### src/rtl/shift.sv
// Registered 32-bit barrel shifter: SLL, SRL or SRA of B by A[4:0], chosen by ALUFun.
// Separate left and right five-stage shift networks; anything outside the three shift codes yields zero.
module shift (
  input  logic        clk,
  input  logic        reset,
  input  logic [31:0] A,
  input  logic [31:0] B,
  input  logic [5:0]  ALUFun,
  output logic [31:0] S
);

  localparam logic [5:0] FUN_SLL = 6'b100000;
  localparam logic [5:0] FUN_SRL = 6'b100001;
  localparam logic [5:0] FUN_SRA = 6'b100011;

  logic [4:0]       amt;
  logic             fill;
  logic [5:0][31:0] left_stage;
  logic [5:0][31:0] right_stage;
  logic [31:0]      s_next;
  logic             unused_a_hi;

  assign amt         = A[4:0];
  assign unused_a_hi = ^A[31:5];
  assign fill        = (ALUFun == FUN_SRA) ? B[31] : 1'b0;

  assign left_stage[0]  = B;
  assign right_stage[0] = B;

  // Stage gi shifts by 16 >> gi, enabled by amount bit 4-gi.
  generate
    for (genvar gi = 0; gi < 5; gi++) begin : g_stage
      localparam int SH = 16 >> gi;
      assign left_stage[gi+1] = amt[4-gi]
        ? {left_stage[gi][31-SH:0], {SH{1'b0}}}
        : left_stage[gi];
      assign right_stage[gi+1] = amt[4-gi]
        ? {{SH{fill}}, right_stage[gi][31:SH]}
        : right_stage[gi];
    end
  endgenerate

  always_comb begin
    s_next = 32'h0000_0000;
    case (ALUFun)
      FUN_SLL: s_next = left_stage[5];
      FUN_SRL,
      FUN_SRA: s_next = right_stage[5];
      default: s_next = 32'h0000_0000;
    endcase
  end

  always_ff @(posedge clk) begin
    if (reset) S <= 32'h0000_0000;
    else       S <= s_next;
  end

endmodule

### config.mk
export PLATFORM = sky130hd
export DESIGN_NAME = shift
export DESIGN_NICKNAME = d
export VERILOG_FILES = /design/src/rtl/shift.sv
export SDC_FILE = /design/constraint.sdc
export NUM_CORES = 1
export LEC_CHECK = 0
export CAP_MARGIN = 20
export CORE_ASPECT_RATIO = 1.1
export CORE_UTILIZATION = 40
export CTS_CLUSTER_SIZE = 28
export DETAILED_ROUTE_END_ITERATION = 6
export GPL_ROUTABILITY_DRIVEN = 0
export PLACE_DENSITY = 0.62
export SLEW_MARGIN = 20
export SYNTH_ARGS = -nofsm -noshare
export SYNTH_HDL_FRONTEND = slang
export SYNTH_SLANG_ARGS = --single-unit
### constraint.sdc
create_clock -name clk -period 4.76 [get_ports clk]
set_clock_uncertainty 0.05 [all_clocks]
set_input_delay 0.476 -clock clk [delete_from_list [all_inputs] [get_ports clk]]
set_output_delay 0.476 -clock clk [all_outputs]
set_load 0.02 [all_outputs]
==> qor.csv, run 1 <==
stage,metric,value,unit
critical_path,end_kind,register,
synthesis,async_reset_ff_frac,0,
critical_path,path_max_fanout,13,
power,internal-power,0.000685,W
timing,hold_viol,0,
timing,slew_headroom,0.331,
min_path,holdPathStages,3,
floorplanning,initial_core_util,0.411,
floorplanning,io_pins,104,
timing,rsz0062_at_grt,no,
synthesis,synth_nets,716,
grt,grt.total_usage,0.294,
synthesis,postSynthAreaPerCell,8.47,um^2
run,drv_cap,0,
floorplanning,core,13300,um^2
grt,grt_use_met1,0.407,
timing,fin_crit,3.20,ns
min_path,min-delay-start,A[1],
power,power_density,180,nW/um^2
route,routed_wl,20800,um
timing,finalCritPeriodShare,0.673,
clock_network,cts_buffers,5,
synthesis,ys_ff_latch,32,
synthesis,netlist_area,5450,um^2
placement,port_buffers,76,
synthesis,netlist_instances,644,
power,clockPowerShare,0.287,
grt,use_met3,0.0564,
final_layout,largest_reg_flops,32,
outcome,status,finished with violations,
grt,antenna_found_initial,0,
final_layout,design_area,6190,um^2
timing,setup_viol,0,
floorplanning,dieHeight,124,um
power,max-vdd-ir-drop,0.0984,mV
critical_path,cp.arrival,3.26,ns
grt,grt_overflow_total,0,
power,power_frac_comb,0.469,
route,first_pass_iters,7,
clock_network,htreeDepth,2,
critical_path,cp_num_buf_inv,1,
critical_path,required,4.82,ns
critical_path,cp.depth,6,
synthesis,yosys.area.top_type_share,0.169,
timing,slew_violations,0,
clock_network,post_cts_resized,0,
power,p_sw,0.000428,W
power,leakage,2.07,nW
grt,grt_max_degree,74,
final_layout,final_common_cell,clkdlybuf4s50_1,
route,vias,6142,
synthesis,synth.largest_area_cell,mux4_2,
synthesis,synth-edff-count,0,
critical_path,crit_type,input port to register,
clock_network,tritoncts,yes,
critical_path,path_cells,clkdlybuf4s50_1 -> and3_1 -> a21oi_1 -> o22ai_1 -> o221ai_1 -> o211ai_1,
floorplanning,die_x,113,um
min_path,min_path_type,input port to register,
critical_path,slowest_stage,a21oi_1,
route,post_drt_wl_per_cell,24.5,um
outcome,violations,design-rule violations,
grt,grt_pass1_wl,32600,um
final_layout,final_cell_mix,"clkdlybuf4s50_1, mux2i_1, o21ai_0",
critical_path,slowest_delay,0.77,ns
clock_network,clock-sinks,32,
critical_path,path_delay_family,compound AO/OA/AOI/OAI gates,
synthesis,ys_seq_area_frac,0.117,
synthesis,synthFlopType,dfxtp_1,
route,ant_nets,0,
final_layout,antennaDiodeCount,0,
critical_path,cp-start-kind,input port,
final_layout,drive_above_1_share,0.179,
timing,fin_setup_tns,0,ns
power,pwr-share-seq,0.244,
final_layout,final_nets,735,
grt,grt_pass1_vias,5797,
clock_network,cts_buffer_depth,2,
route,drt-vias-per-instance,7.24,
synthesis,synth.area.top_cells,"mux4_2, dfxtp_1, mux2i_1, mux2_2, o21ai_0",
clock_network,cts_setup_buffers,0,
timing,worst_pin_slew,0.997,ns
power,p_sw_frac,0.384,
route,drc,43,
route,drtIter0Drc,962,
clock_network,cts.clk_slew.worst_paths,0.05,ns
critical_path,startpoint,B[31],
floorplanning,die_area,14100,um^2
final_layout,top_register,S,
final_layout,reg.largest.list,S (32),
grt,grt.met2_usage,0.449,
clock_network,postCtsHoldBufs,0,
placement,dp_hpwl,14900,um
placement,placed_area,6040,um^2
final_layout,area.growth.synth_to_final,13.5,%
floorplanning,row_count,44,
clock_network,clk_root_buffer_cell,clkbuf_16,
synthesis,ys_types,77,
synthesis,yosys_warnings,0,
timing,fmax,312,MHz
grt,top_usage_layer,met2,
[Yosys cell counts (5+ instances only)]
library cell and count:
buf_6 16, o31ai_1 17, clkbuf_1 25, buf_4 7, a21oi_1 27, o211ai_1 17
buf_2 24, dfxtp_1 32, mux4_2 41, nand3_1 19, o221ai_1 15, mux2_2 32
a311oi_1 5, o21ai_0 46, a211oi_1 8, and3_1 8, o21ai_1 6, nand2_1 45
a31oi_1 9, a22oi_1 5, o22ai_1 28, nor2_1 34, nand2b_1 12, mux2i_1 47
nor2b_1 18, nor3_1 14
[power by group through the flow]
| stage | sequential, W | combinational (W) | clock (W) |
|---|---|---|---|
| after floorplan | 0.000280 | 0.000350 | 0 |
| after global placement | 0.000277 | 0.000494 | 0 |
| after detailed placement | 0.000277 | 0.000500 | 0 |
| after CTS | 0.000271 | 0.000502 | 0.000326 |
| after global routing | 0.000271 | 0.000547 | 0.000340 |
| final | 0.000271 | 0.000522 | 0.000320 |
[stage by stage]
step	utilization	hold WS (ns)	setup WS (ns)	instances	power [W]
5_1_grt	0.467	0.862	1.51	848	0.00116
2_1_floorplan	-	0.495	2.70	644	0.000630
3_3_place_gp	0.455	1.11	1.44	840	0.000770
6_report	0.467	0.834	1.56	848	0.00111
3_5_place_dp	0.455	1.11	1.42	840	0.000777
4_1_cts	0.467	0.825	1.71	848	0.00110
[routing by layer]
layer	share of wire	up-vias
met1	0.38	2906
met3	0.14	77
met4	0.039	0
met5	0	-
met2	0.44	555
li1	-	2604
[path summary, 6_finish.rpt]
check | endpoint | slack [ns]
worst min-delay path | S[2] | 0.83
worst max-delay path | S[15] | 1.56
[area by class of cell]
class / instances / area [um^2]
fill: 1334 / 7080
multi-input combinational: 529 / 4310
timing repair buffer: 89 / 836
sequential: 32 / 641
tap: 184 / 230
clock buffer: 6 / 139
inverter: 6 / 22.5
clock inverter: 2 / 10.0
[worst min-delay path, cell delays in order]
cell     delay [ns]
buf_2          0.31
a31oi_1        0.22
o31ai_1        0.08
[cell families after synthesis]
group,after synthesis,share of synthesized area
AO/OA/AOI/OAI,229,0.293
AND/OR/NAND/NOR,178,0.172
multiplexers,122,0.326
buffers and inverters,83,0.0918
flip-flops,32,0.117
(Power assumes the default switching activity.)
==> inputs of run 2 (changes only) <==
Settings changed: PLACE_DENSITY 0.62 to 0.65.
Clock period 4.76 ns to 2.6 ns, I/O delays scaled along.
==> qor.csv, run 2 (synthesized netlist as in run 1, its figures left out) <==
stage,metric,value,unit
outcome,status,finished with violations,
outcome,violations,design-rule violations,
clock_network,cts_buffer_depth,2,
final_layout,final_nets,798,
run,drv_cap,0,
critical_path,crit_type,input port to register,
clock_network,htreeDepth,2,
critical_path,cp-start-kind,input port,
clock_network,tritoncts,yes,
clock_network,clock-sinks,32,
floorplanning,initial_core_util,0.411,
route,ant_nets,0,
floorplanning,dieHeight,124,um
clock_network,cts.clk_slew.worst_paths,0.05,ns
floorplanning,core,13300,um^2
timing,slew_violations,0,
placement,port_buffers,76,
critical_path,end_kind,register,
clock_network,post_cts_resized,0,
timing,fin_crit,2.25,ns
clock_network,cts_setup_buffers,0,
floorplanning,die_x,113,um
critical_path,required,2.70,ns
route,drt-vias-per-instance,6.84,
timing,setup_viol,0,
placement,placed_area,6560,um^2
final_layout,final_common_cell,buf_4,
floorplanning,row_count,44,
timing,worst_pin_slew,0.628,ns
power,max-vdd-ir-drop,0.193,mV
power,total_power,0.00207,W
floorplanning,die_area,14100,um^2
final_layout,top_register,S,
route,vias,6222,
final_layout,utilization,0.505,
min_path,whs_endpoint,S[20],
min_path,min-delay-start,A[2],
timing,hold_viol,0,
grt,grt_max_degree,50,
floorplanning,io_pins,104,
min_path,min_path_type,input port to register,
final_layout,area.growth.synth_to_final,22.8,%
grt,antenna_found_initial,0,
timing,fmax,444,MHz
route,drtIter0Drc,922,
power,power_density,310,nW/um^2
clock_network,clk_root_buffer_cell,clkbuf_16,
route,first_pass_iters,7,
route,routed_wl,21200,um
timing,rsz0062_at_grt,no,
final_layout,largest_reg_flops,32,
power,leakage,2.38,nW
final_layout,final_cell_mix,"buf_4, clkdlybuf4s50_1, mux2i_1",
timing,finalCritPeriodShare,0.867,
clock_network,postCtsHoldBufs,0,
timing,slew_headroom,0.577,
grt,grt_overflow_total,0,
grt,grt_pass1_wl,33100,um
grt,grt.total_usage,0.301,
critical_path,path_max_fanout,7,
grt,grt_pass1_vias,5871,
min_path,holdPathStages,3,
critical_path,cp.arrival,2.35,ns
route,drc,2,
timing,fin_setup_tns,0,ns
clock_network,cts_buffers,5,
final_layout,drive_above_1_share,0.248,
placement,dp_hpwl,16400,um
final_layout,design_area,6700,um^2
final_layout,reg.largest.list,S (32),
route,post_drt_wl_per_cell,23.3,um
final_layout,antennaDiodeCount,0,
-- run 2: power breakdown --
part	switching (W)	leakage [nW]	internal [W]
Sequential	0.000000991	0.258	0.000496
Combinational	0.000595	2.06	0.000452
Clock	0.000185	0.0667	0.000346
-- run 2: area by class of cell --
type                       instances  area, um^2
timing repair buffer             152        1360
fill                            1291        6570
sequential                        32         641
clock buffer                       6         129
inverter                           6        22.5
multi-input combinational        529        4310
clock inverter                     1        5.00
tap                              184         230
-- run 2: worst max-delay path, cell delays in order --
cell	delay, ns
clkdlybuf4s50_1	0.56
mux2_1	0.37
mux4_2	0.54
or2_0	0.22
a32oi_1	0.29
o21ai_1	0.11
-- run 2: layer usage --
| layer | global-route usage | share of wire |
|---|---|---|
| met5 | 0 | 0 |
| met4 | 0.130 | 0.045 |
| met3 | 0.0676 | 0.12 |
| met2 | 0.460 | 0.45 |
| met1 | 0.406 | 0.39 |
-- run 2: how the worst max path moves through the flow --
stage	start	endpoint	slack, ns
6_report	B[21]	S[28]	0.35
5_1_grt	A[3]	S[19]	0.27
4_1_cts	B[21]	S[28]	0.41
3_5_place_dp	B[21]	S[28]	0.13
3_3_place_gp	ALUFun[3]	S[2]	0.16
2_1_floorplan	A[4]	S[28]	0.75
-- run 2: metrics by stage --
| stage | worst slack (ns) | hold slack, ns | std cells |
|---|---|---|---|
| global route | 0.265 | 0.610 | 910 |
| CTS | 0.412 | 0.585 | 910 |
| global placement | 0.162 | 0.868 | 903 |
| floorplan | 0.751 | 0.279 | 644 |
| detailed placement | 0.126 | 0.878 | 903 |
| finish | 0.346 | 0.609 | 910 |
==> inputs of run 3 (changes only) <==
Settings changed: GPL_ROUTABILITY_DRIVEN 0 to not set.
==> qor.csv, run 3 (synthesized netlist as in run 1, its figures left out) <==
stage,metric,value,unit
outcome,status,"finished, final reports clean",
final_layout,final_cell_mix,"buf_4, clkdlybuf4s50_1, mux2i_1",
final_layout,final_nets,806,
critical_path,path_cells,clkdlybuf4s50_1 -> or4b_4 -> or3_1 -> buf_4 -> nor2_2 -> o221ai_1 -> o211ai_1,
critical_path,slowest_stage,or4b_4,
route,post_drt_wl_per_cell,24.5,um
final_layout,drive_above_1_share,0.256,
grt,grt_pass1_vias,5721,
floorplanning,initial_core_util,0.411,
timing,fmax,435,MHz
clock_network,clk_root_buffer_cell,clkbuf_16,
clock_network,cts.clk_slew.worst_paths,0.05,ns
final_layout,largest_reg_flops,32,
grt,grt.total_usage,0.317,
power,max-vdd-ir-drop,0.170,mV
critical_path,crit_type,input port to register,
clock_network,clock-sinks,32,
floorplanning,core,13300,um^2
floorplanning,io_pins,104,
critical_path,required,2.74,ns
placement,dp_hpwl,17500,um
clock_network,post_cts_resized,0,
power,power_density,316,nW/um^2
run,drv_cap,0,
clock_network,cts_buffer_depth,2,
grt,grt_max_degree,63,
route,first_pass_iters,5,
clock_network,postCtsHoldBufs,0,
timing,slew_violations,0,
timing,rsz0062_at_grt,no,
clock_network,cts_buffers,5,
critical_path,cp-endpoint,S[15],
route,routed_wl,22500,um
floorplanning,die_x,113,um
critical_path,startpoint,ALUFun[3],
placement,placed_area,6640,um^2
route,vias,6204,
critical_path,path_max_fanout,7,
critical_path,end_kind,register,
route,drtIter0Drc,873,
route,drc,0,
clock_network,tritoncts,yes,
grt,grt_pass1_wl,34100,um
timing,hold_viol,0,
placement,port_buffers,76,
final_layout,design_area,6790,um^2
timing,setup_viol,0,
final_layout,top_register,S,
timing,slew_headroom,0.594,
min_path,min_path_type,input port to register,
timing,finalCritPeriodShare,0.883,
critical_path,slowest_delay,0.56,ns
timing,fin_crit,2.30,ns
final_layout,reg.largest.list,S (32),
grt,grt_overflow_total,0,
floorplanning,die_area,14100,um^2
placement,place.gp.congestion,0.950,
floorplanning,dieHeight,124,um
route,drt-vias-per-instance,6.74,
critical_path,cp-start-kind,input port,
final_layout,nFillCells,1306,
clock_network,cts_setup_buffers,0,
final_layout,final_common_cell,buf_4,
floorplanning,row_count,44,
final_layout,area.growth.synth_to_final,24.4,%
timing,fin_setup_tns,0,ns
critical_path,cp.arrival,2.43,ns
timing,worst_pin_slew,0.603,ns
clock_network,htreeDepth,2,
route,ant_nets,0,
grt,antenna_found_initial,0,
power,leakage,2.43,nW
[run 3: layout make-up]
| cell class | count | area, um^2 | share of cell area |
|---|---|---|---|
| Antenna cell | 1 | 2.50 | 0.000369 |
| Clock buffer | 8 | 146 | 0.0216 |
| Inverter | 6 | 22.5 | 0.00332 |
| Multi-Input combinational cell | 529 | 4310 | 0.635 |
| Sequential cell | 32 | 641 | 0.0944 |
| Tap cell | 184 | 230 | 0.0339 |
| Timing Repair Buffer | 160 | 1430 | 0.211 |
[run 3: metrics by stage]
step,power [W],setup slack (ns),util,hold WS [ns],std cells
after global routing,0.00223,0.221,0.511,0.556,919
after floorplan,0.00115,0.751,-,0.279,644
final,0.00214,0.303,0.511,0.532,920
after CTS,0.00212,0.308,0.511,0.517,919
after detailed placement,0.00154,0.0540,0.500,0.804,911
after global placement,0.00154,0.0627,0.500,0.813,911
[run 3: routing by layer]
layer / global-route usage / vias to the layer above / routed length [um]
met5: 0 / - / 0
met1: 0.457 / 3003 / 9500
met3: 0.0467 / 40 / 2370
met2: 0.486 / 416 / 10100
met4: 0.0937 / 0 / 558
li1: - / 2745 / -
[run 3: critical path, delay by kind of cell]
| family | cells | cell delay, ns |
|---|---|---|
| simple gates | 3 | 1.11 |
| buf+inv | 2 | 0.70 |
| compound gates | 2 | 0.36 |
[run 3: power by group]
part	internal, W	total [W]	switching (W)
sequential	0.000496	0.000497	0.000000956
combinational	0.000463	0.00107	0.000609
clock	0.000380	0.000575	0.000194
[run 3: how the worst min path moves through the flow]
stage	from	slack, ns	endpoint	depth (start not counted)
after floorplan	reset	0.28	S[14]	1
after global placement	A[0]	0.81	S[14]	4
after detailed placement	A[0]	0.80	S[23]	4
after CTS	A[0]	0.52	S[23]	4
after global routing	A[0]	0.56	S[23]	4
final	A[0]	0.53	S[23]	4
